===== config.mk =====
export PLATFORM = sky130hd
export DESIGN_NAME = ahb_lsu_master_pipe
export DESIGN_NICKNAME = d
export VERILOG_FILES = /design/src/rtl/ahb_lsu_master_pipe_pkg.sv /design/src/rtl/lsu_req_fifo.sv /design/src/rtl/ahb_lsu_master_pipe.sv
export SDC_FILE = /design/constraint.sdc
export NUM_CORES = 1
export LEC_CHECK = 0
export ABC_AREA = 1
export CAP_MARGIN = 20
export CORE_MARGIN = 3
export CORE_UTILIZATION = 43
export DETAILED_ROUTE_END_ITERATION = 12
export MAX_ROUTING_LAYER = met4
export PLACE_DENSITY = 0.76
export SYNTH_ARGS = -nofsm -noshare
export SYNTH_HDL_FRONTEND = slang
export SYNTH_HIERARCHICAL = 1
export SYNTH_SLANG_ARGS = --single-unit
export TNS_END_PERCENT = 20

===== constraint.sdc =====
create_clock -name clk -period 8.05 [get_ports clk]
set_clock_uncertainty 0.15 [all_clocks]
set_input_delay 2.0125 -clock clk [delete_from_list [all_inputs] [get_ports clk]]
set_output_delay 2.0125 -clock clk [all_outputs]
set_load 0.02 [all_outputs]

===== src/rtl/ahb_lsu_master_pipe_pkg.sv =====
// Shared definitions for the LSU-to-AHB master pipe: AHB transfer/size
// encodings, RISC-V load/store funct3 codes, FSM state type and helpers.
package ahb_lsu_master_pipe_pkg;

    localparam logic [1:0] HTRANS_IDLE   = 2'b00;
    localparam logic [1:0] HTRANS_NONSEQ = 2'b10;

    localparam logic [2:0] HSIZE_BYTE = 3'b000;
    localparam logic [2:0] HSIZE_HALF = 3'b001;
    localparam logic [2:0] HSIZE_WORD = 3'b010;

    // funct3 of LB/LH/LW/LBU/LHU and SB/SH/SW
    localparam logic [2:0] F3_B  = 3'b000;
    localparam logic [2:0] F3_H  = 3'b001;
    localparam logic [2:0] F3_W  = 3'b010;
    localparam logic [2:0] F3_BU = 3'b100;
    localparam logic [2:0] F3_HU = 3'b101;

    typedef enum logic [2:0] {
        S_IDLE,
        S_BUSREQ,
        S_ADDR,
        S_DATA,
        S_RESP
    } state_t;

    // Size from funct3; the 64-bit encoding (x11) is folded onto word.
    function automatic logic [2:0] f3_hsize(input logic [2:0] f3);
        return (f3[1:0] == 2'b11) ? HSIZE_WORD : {1'b0, f3[1:0]};
    endfunction

    function automatic logic misaligned(input logic [2:0] sz, input logic [1:0] lo);
        return ((sz == HSIZE_HALF) && lo[0]) || ((sz == HSIZE_WORD) && (lo != 2'b00));
    endfunction

endpackage


===== src/rtl/lsu_req_fifo.sv =====
// Request FIFO, DEPTH entries of WIDTH bits, first-word fall-through head.
// Ports: clk/rstn, push+wdata in, pop in, rdata (head) out, full/empty out.
// A push while full is taken only when a pop happens in the same cycle.
module lsu_req_fifo #(
    parameter int WIDTH = 8,
    parameter int DEPTH = 2
) (
    input  logic             clk,
    input  logic             rstn,
    input  logic             push,
    input  logic [WIDTH-1:0] wdata,
    input  logic             pop,
    output logic [WIDTH-1:0] rdata,
    output logic             full,
    output logic             empty
);
    localparam int PW = $clog2(DEPTH);

    logic [WIDTH-1:0] mem [DEPTH];
    // Extra MSB on each pointer separates full from empty.
    logic [PW:0] wptr, rptr;
    logic        do_push, do_pop;

    assign empty   = (wptr == rptr);
    assign full    = (wptr[PW] != rptr[PW]) && (wptr[PW-1:0] == rptr[PW-1:0]);
    assign do_pop  = pop && !empty;
    assign do_push = push && (!full || do_pop);
    assign rdata   = mem[rptr[PW-1:0]];

    always_ff @(posedge clk or negedge rstn) begin
        if (!rstn) begin
            wptr <= '0;
            rptr <= '0;
        end else begin
            if (do_push) wptr <= wptr + 1'b1;
            if (do_pop)  rptr <= rptr + 1'b1;
        end
    end

    always_ff @(posedge clk) begin
        if (do_push) mem[wptr[PW-1:0]] <= wdata;
    end

endmodule


===== src/rtl/ahb_lsu_master_pipe.sv =====
// LSU load/store requests to a single-outstanding AHB master.
// Ports: req_* LSU request handshake + payload (rwtyp = funct3),
//        rsp_* LSU response handshake + read data/error,
//        h* AHB master outputs (all registered) and arbiter/slave returns.
module ahb_lsu_master_pipe
    import ahb_lsu_master_pipe_pkg::*;
#(
    parameter int AW    = 32,
    parameter int DEPTH = 2
) (
    input  logic          clk,
    input  logic          rstn,
    input  logic          req_vld,
    output logic          req_rdy,
    input  logic          req_wen,
    input  logic [2:0]    req_rwtyp,
    input  logic [AW-1:0] req_addr,
    input  logic [31:0]   req_wdata,
    output logic          rsp_vld,
    input  logic          rsp_rdy,
    output logic [31:0]   rsp_rdata,
    output logic          rsp_err,
    output logic [AW-1:0] haddr,
    output logic [1:0]    htrans,
    output logic          hwrite,
    output logic [2:0]    hsize,
    output logic [31:0]   hwdata,
    output logic          hbusreq,
    input  logic          hgrant,
    input  logic          hready,
    input  logic          hresp,
    input  logic [31:0]   hrdata
);
    localparam int FW = 1 + 3 + AW + 32;

    state_t        state;
    logic          rdy_en;     // holds req_rdy low until the first edge out of reset
    logic          push, pop, full, empty, pending;
    logic [FW-1:0] head;
    logic          h_wen, h_mis;
    logic [2:0]    h_typ, h_size;
    logic [AW-1:0] h_addr;
    logic [31:0]   h_wdata, wrep;
    logic          cur_wen;
    logic [2:0]    cur_typ;
    logic [1:0]    cur_lane;
    logic [7:0]    lbyte;
    logic [15:0]   lhalf;
    logic [31:0]   load_data;

    assign req_rdy = rdy_en && !full;
    assign push    = req_vld && req_rdy;
    // Work is available if the FIFO holds an entry or one lands this edge.
    assign pending = !empty || push;

    assign h_wen   = head[FW-1];
    assign h_typ   = head[FW-2 -: 3];
    assign h_addr  = head[32 +: AW];
    assign h_wdata = head[31:0];
    assign h_size  = f3_hsize(h_typ);
    assign h_mis   = misaligned(h_size, h_addr[1:0]);
    assign pop     = ((state == S_BUSREQ) && !empty && h_mis) || ((state == S_ADDR) && hready);

    lsu_req_fifo #(.WIDTH(FW), .DEPTH(DEPTH)) u_fifo (
        .clk   (clk),
        .rstn  (rstn),
        .push  (push),
        .wdata ({req_wen, req_rwtyp, req_addr, req_wdata}),
        .pop   (pop),
        .rdata (head),
        .full  (full),
        .empty (empty)
    );

    // Store data replicated across all byte lanes of the bus.
    always_comb begin
        case (h_size)
            HSIZE_BYTE: wrep = {4{h_wdata[7:0]}};
            HSIZE_HALF: wrep = {2{h_wdata[15:0]}};
            default:    wrep = h_wdata;
        endcase
    end

    // Load lane select and sign/zero extension of the captured transfer.
    assign lbyte = hrdata[{cur_lane, 3'b000} +: 8];
    assign lhalf = cur_lane[1] ? hrdata[31:16] : hrdata[15:0];
    always_comb begin
        case (f3_hsize(cur_typ))
            HSIZE_BYTE: load_data = cur_typ[2] ? {24'h0, lbyte} : {{24{lbyte[7]}}, lbyte};
            HSIZE_HALF: load_data = cur_typ[2] ? {16'h0, lhalf} : {{16{lhalf[15]}}, lhalf};
            default:    load_data = hrdata;
        endcase
    end

    always_ff @(posedge clk or negedge rstn) begin
        if (!rstn) begin
            state     <= S_IDLE;
            rdy_en    <= 1'b0;
            rsp_vld   <= 1'b0;
            rsp_err   <= 1'b0;
            rsp_rdata <= '0;
            haddr     <= '0;
            htrans    <= HTRANS_IDLE;
            hwrite    <= 1'b0;
            hsize     <= HSIZE_BYTE;
            hwdata    <= '0;
            hbusreq   <= 1'b0;
            cur_wen   <= 1'b0;
            cur_typ   <= F3_B;
            cur_lane  <= 2'b00;
        end else begin
            rdy_en <= 1'b1;
            case (state)
                S_IDLE: begin
                    htrans  <= HTRANS_IDLE;
                    hbusreq <= pending;
                    if (pending) state <= S_BUSREQ;
                end
                S_BUSREQ: begin
                    if (!empty && h_mis) begin
                        // Never reaches the bus: answer with an error directly.
                        state     <= S_RESP;
                        rsp_vld   <= 1'b1;
                        rsp_err   <= 1'b1;
                        rsp_rdata <= '0;
                        hbusreq   <= 1'b0;
                    end else if (hgrant) begin
                        state  <= S_ADDR;
                        htrans <= HTRANS_NONSEQ;
                        haddr  <= h_addr;
                        hwrite <= h_wen;
                        hsize  <= h_size;
                    end
                end
                S_ADDR: begin
                    if (hready) begin
                        state    <= S_DATA;
                        htrans   <= HTRANS_IDLE;
                        hwdata   <= h_wen ? wrep : 32'h0;
                        cur_wen  <= h_wen;
                        cur_typ  <= h_typ;
                        cur_lane <= h_addr[1:0];
                    end
                end
                S_DATA: begin
                    if (hready) begin
                        state     <= S_RESP;
                        rsp_vld   <= 1'b1;
                        rsp_err   <= hresp;
                        rsp_rdata <= (hresp || cur_wen) ? 32'h0 : load_data;
                        hbusreq   <= pending;
                    end
                end
                S_RESP: begin
                    hbusreq <= pending;
                    if (rsp_rdy) begin
                        rsp_vld <= 1'b0;
                        state   <= pending ? S_BUSREQ : S_IDLE;
                    end
                end
                default: state <= S_IDLE;
            endcase
        end
    end

endmodule


Word-level counts from Yosys, hierarchy flattened --
Memory sizes are Yosys's and may differ from the RTL's. Index checks and enable logic that the tools add are counted.
Storage, ports and cells: bits in registers 119, bits in writable memories 136, input port bits 107, output and inout bits 106, logic and storage cells 110, memories 1
Memory list:
- u_fifo.mem | depth 2, bits a word 68, rd ports 1, clocked after memory_dff 0, write ports 1, RTL line lsu_req_fifo.sv:19 | logic [WIDTH-1:0] mem [DEPTH];
Operators by class: add/sub/neg operators 2, eq/ne operators 20, shift operators 1, muxes and demuxes 35, bitwise gates (word level) 1, reduce and logical (&&, ||, !) cells 34
Operator list (count):
- 2-to-1 mux 32 bit | 6
- case mux 32 bit (2 select lines) | 3
- indexed part select 32 x 6 -> 8 bit | 1
- 2-to-1 mux 3 bit | 6
- 2-to-1 mux 16 bit | 1
- case mux 3 bit (5 select lines) | 1
- != test 2 bit (second input constant) | 6
- logical AND 1 bit | 11
- 2-to-1 mux 2 bit | 5
- logical NOT 3 bit | 3
- 2-to-1 mux 1 bit | 9
- AND reduction 3 bit | 3
- nonzero test 3 bit | 3
- AND reduction 4 bit | 2
- == test 2 bit (second input constant) | 3
- == test 3 x 2 -> 1 bit (second input constant) | 2
- case mux 1 bit (3 select lines) | 2
- case mux 2 bit (3 select lines) | 1
- logical OR 1 bit | 5
- AND reduction 5 bit | 1
- adder 2 x 1 -> 2 bit (second input constant) | 2
- == test 2 x 1 -> 1 bit (second input constant) | 2
- nonzero test 2 bit | 2
- == test 3 x 1 -> 1 bit (second input constant) | 1
- 11 further kinds | 12

Depth between registers and ports, before layout --
An unclocked memory read counts as a cell.
depth in word-level cells 13, mapped depth 15, depth with buffers taken out 14

Cells and area by module --
Netlist, hierarchy kept.
By module, submodules not included:
- ahb_lsu_master_pipe | instances 1, cells an instance 714, area an instance 5337.6 µm², seq. area each 2827.7 µm²
- lsu_req_fifo | instances 1, cells an instance 393, area an instance 5205.0 µm², seq. area each 4184.0 µm²

Least setup slack after synthesis --
OpenSTA, ideal clock, no wires.
path kind input to register, start input port hready, end memory u_fifo/mem[1][0] (netlist name) (enable), setup time 0.494 ns, data arrival time 5.612 ns, required time 7.406 ns, setup slack 1.794 ns, stages on the path 7, buffers on the path 1, path through nand3_1 clkbuf_1 nand2_1 inv_1 nand3_2 nand2_1 nor2_1
Between the ends: cells in the longest elaborated chain, start to end 7
Ends and longest elaborated chain:
- start: declaration | RTL line ahb_lsu_master_pipe.sv:30 | input logic hready,
- logical AND 1 bit | RTL line ahb_lsu_master_pipe.sv:62 | assign pop = ((state == S_BUSREQ) && !empty && h_mis) || ((state == S_ADDR) && hready);
- logical OR 1 bit | RTL line ahb_lsu_master_pipe.sv:62
- net pop | RTL line ahb_lsu_master_pipe.sv:38 | logic push, pop, full, empty, pending;
- logical AND 1 bit | RTL line lsu_req_fifo.sv:26 | assign do_pop = pop && !empty;
- logical OR 1 bit | RTL line lsu_req_fifo.sv:27 | assign do_push = push && (!full || do_pop);
- logical AND 1 bit | RTL line lsu_req_fifo.sv:27
- 2-to-1 mux 1 bit | RTL line lsu_req_fifo.sv:41 | if (do_push) mem[wptr[PW-1:0]] <= wdata;
- 2-to-1 mux 1 bit (implied by the code) | RTL line lsu_req_fifo.sv:41
- end: declaration | RTL line lsu_req_fifo.sv:19
The timed path passes the listed nets, and every way through them passes these cells.

Worst setup path in the final report --
start input port hready, end memory u_fifo/mem[1][64] (netlist name) (enable)
Same word-level chain as after synthesis.

==> results.json <==
{
  "status": "finished clean",
  "hold_viol": 0,
  "routed_wl_mm": 27.1,
  "swShare_pct": 36.7,
  "slew_violations": 0,
  "root_buffer": "clkbuf_16",
  "routed_via_density": 4.99,
  "area_growth_pct": 31.5,
  "drv_cap": 0,
  "wl_per_cell_um": 16.5,
  "drt_first_pass_iters": 6,
  "grt_max_degree": 72,
  "start_kind": "primary input",
  "combPwrFrac_pct": 35.8,
  "timing.fmax_ghz": 0.196,
  "dpl_cell_area_um2": 12900,
  "holdPathEnd": "rsp_rdata[21]",
  "fin_crit_ns": 5.09,
  "gr-usage-all-layers_pct": 20.7,
  "crit_path_end_kind": "flip-flop",
  "postRouteAntennaNets": 0,
  "max_stage_delay_ns": 0.69,
  "grt_pass1_wl_mm": 42.5,
  "gp_congestion": 0.953,
  "r2r_slack_ns": 3.96,
  "wl_met3_mm": 2.19,
  "synth-edff-count": 136,
  "synth_ff_type": "edfxtp_1",
  "path_buf_inv": 3,
  "core-area_um2": 23800,
  "netlist-cell-type-count": 29,
  "r2r_cells": 12,
  "finalSetupViolCount": 0,
  "grt_pass1_vias": 8011,
  "fillCellCount": 1973,
  "cts_tree": "yes",
  "antenna_found_initial": 1,
  "leakagePower_nw": 6.20,
  "cts_buffer_depth": 3,
  "hold-worst-slack_ns": 0.325,
  "r2r_end": "u_fifo/mem[1][64]",
  "portBuffers": 210,
  "cellPowerDensity_nw_per_um2": 361,
  "ctsHoldBuffers": 0,
  "cp_slowest_cell": "nand3_2",
  "clk_pin_slew_worst_paths_ns": 0.06,
  "syn-mean-instance-area_um2": 9.52,
  "grt_overflow": 0,
  "path_delay_family": "simple AND/OR/NAND/NOR gates",
  "critPathMaxFanout": 52,
  "fin_tns_setup_ns": 0,
  "dieWidth_um": 163,
  "drive_gt1_share_pct": 5.97,
  "layout.nets": 1410,
  "start_util_pct": 44.4,
  "final_common_cell": "nand2_1",
  "clkPwrFrac_pct": 27.1,
  "clk-insertion-delay-late_ns": 0.52,
  "synth_warnings": 6,
  "fp.dieH_um": 163,
  "syn_area_um2": 10500,
  "clock_sinks": 253,
  "drt_iter0_markers": 962,
  "routed.top_layer": "met4",
  "p_sw_w": 0.00184,
  "worstMarginPinSlew_ns": 1.00,
  "worstSetupPathType": "in -> reg",
  "wl_met1_mm": 11.1,
  "min_delay_path_depth": 2,
  "hp-class": "reg -> reg",
  "rr_startpoint": "u_fifo/rptr[0]",
  "numCtsBuffers": 26,
  "synthCells": 1107,
  "rsz0062_at_grt": "no",
  "top_level_ports": 213,
  "htreeDepth": 1,
  "required_ns": 8.04,
  "cts_resized": 0,
  "fin_area_um2": 13900,
  "holdCritStartpoint": "rsp_rdata[21]",
  "relSlewSlack_pct": 33.0,
  "dieArea_um2": 26400,
  "met2WireLength_mm": 13.0,
  "mostFrequentLayoutCells": "nand2_1 (561), clkdlybuf4s50_1 (209), edfxtp_1 (136)",
  "seq_power_share_pct": 37.1,
  "final.period_utilization_pct": 63.2,
  "fp-row-count": 56,
  "ys_seq_area_share_pct": 66.5,
  "cts_setup_buffers": 0,
  "arrival_ns": 5.08,
  "vias": 8195,
  "async_flop_share_pct": 46.2,
  "path_cells": "clkdlybuf4s50_1, nand3_2, nand2_1, inv_1, nand3_2, nand2_1, nor2_4, buf_4",
  "synth-seq-cells": 253,
  "ir_drop_mv": 0.182,
  "intPower_w": 0.00317,
  "dp_hpwl_mm": 18.0,
  "drc": 0
}
[worst min-delay path, stage by stage, from the launching register on]
cell and delay [ns]:
dfrtp_1 0.34, nand2_1 0.05, nand2_1 0.05
[stage by stage]
stage / total power, W / util, % / setup WS, ns / instances
detailed placement: 0.00365 / 54.1 / 2.38 / 1593
CTS: 0.00502 / 58.2 / 2.91 / 1641
floorplan: 0.00298 / - / 1.79 / 1108
finish: 0.00500 / 58.4 / 2.96 / 1643
global route: 0.00531 / 58.4 / 2.63 / 1643
global placement: 0.00361 / 54.1 / 2.45 / 1593
[cells by family after synthesis]
group	Yosys count	synth area share (%)
AND/OR/NAND/NOR	661	24.8
flip-flops	253	66.5
buffers and inverters	105	4.37
AO/OA/AOI/OAI	84	4.09
XOR/XNOR	2	0.166
other	2	0.0712
[layer usage]
metal,up-vias,track usage (%)
li1,3941,-
met1,3867,26.8
met2,335,33.6
met3,52,3.59
met4,0,6.27
met5,-,-
[cells in the mapped netlist, types with 2 or more instances]
master,instances,area share [%]
inv_2,8,0.28
buf_6,2,0.21
conb_1,2,0.071
buf_2,24,1.1
nor2_1,32,1.1
clkinv_1,2,0.071
nor2_4,3,0.32
xor2_1,2,0.17
nand3_1,44,2.1
nand2_1,561,20
nand4_1,3,0.18
a21oi_1,17,0.81
o21ai_0,50,2.4
o31ai_1,2,0.14
inv_1,45,1.6
nand2_2,5,0.30
dfrtp_1,117,28
edfxtp_1,136,39
clkbuf_1,18,0.64
o21ai_1,13,0.62
buf_4,5,0.36
nor3_1,9,0.43
[power by group through the flow]
stage / clock [W] / sequential [W] / combinational (W)
2_1_floorplan: 0 / 0.00200 / 0.000976
3_3_place_gp: 0 / 0.00187 / 0.00175
3_5_place_dp: 0 / 0.00187 / 0.00178
4_1_cts: 0.00138 / 0.00185 / 0.00179
5_1_grt: 0.00143 / 0.00188 / 0.00199
6_report: 0.00136 / 0.00185 / 0.00179
[registers in the layout, summed over array words and instances (netlist names), 3 cells and up]
signal / count
state: 3
cur_typ: 3
haddr: 32
u_fifo/mem: 136
rsp_rdata: 32
hwdata: 32
[worst max-delay path by stage]
| stage | from | endpoint | cells after the start |
|---|---|---|---|
| 6_report | hready | u_fifo/mem[1][64] | 8 |
| 5_1_grt | hready | u_fifo/mem[1][64] | 8 |
| 4_1_cts | hready | u_fifo/mem[1][26] | 8 |
| 3_5_place_dp | hready | u_fifo/mem[1][28] | 8 |
| 3_3_place_gp | hready | u_fifo/mem[1][28] | 8 |
| 2_1_floorplan | hready | u_fifo/mem[1][0] | 7 |
[area by class of cell]
type	instances	area [um^2]	area share, %
clock buffer	32	714	5.15
clock inverter	16	265	1.91
inverter	56	213	1.53
multi-input combinational	750	3090	22.3
antenna	1	2.50	0.0181
sequential	253	7010	50.6
tap	319	399	2.88
timing repair buffer	216	2160	15.6
(Power assumes the default switching activity.)
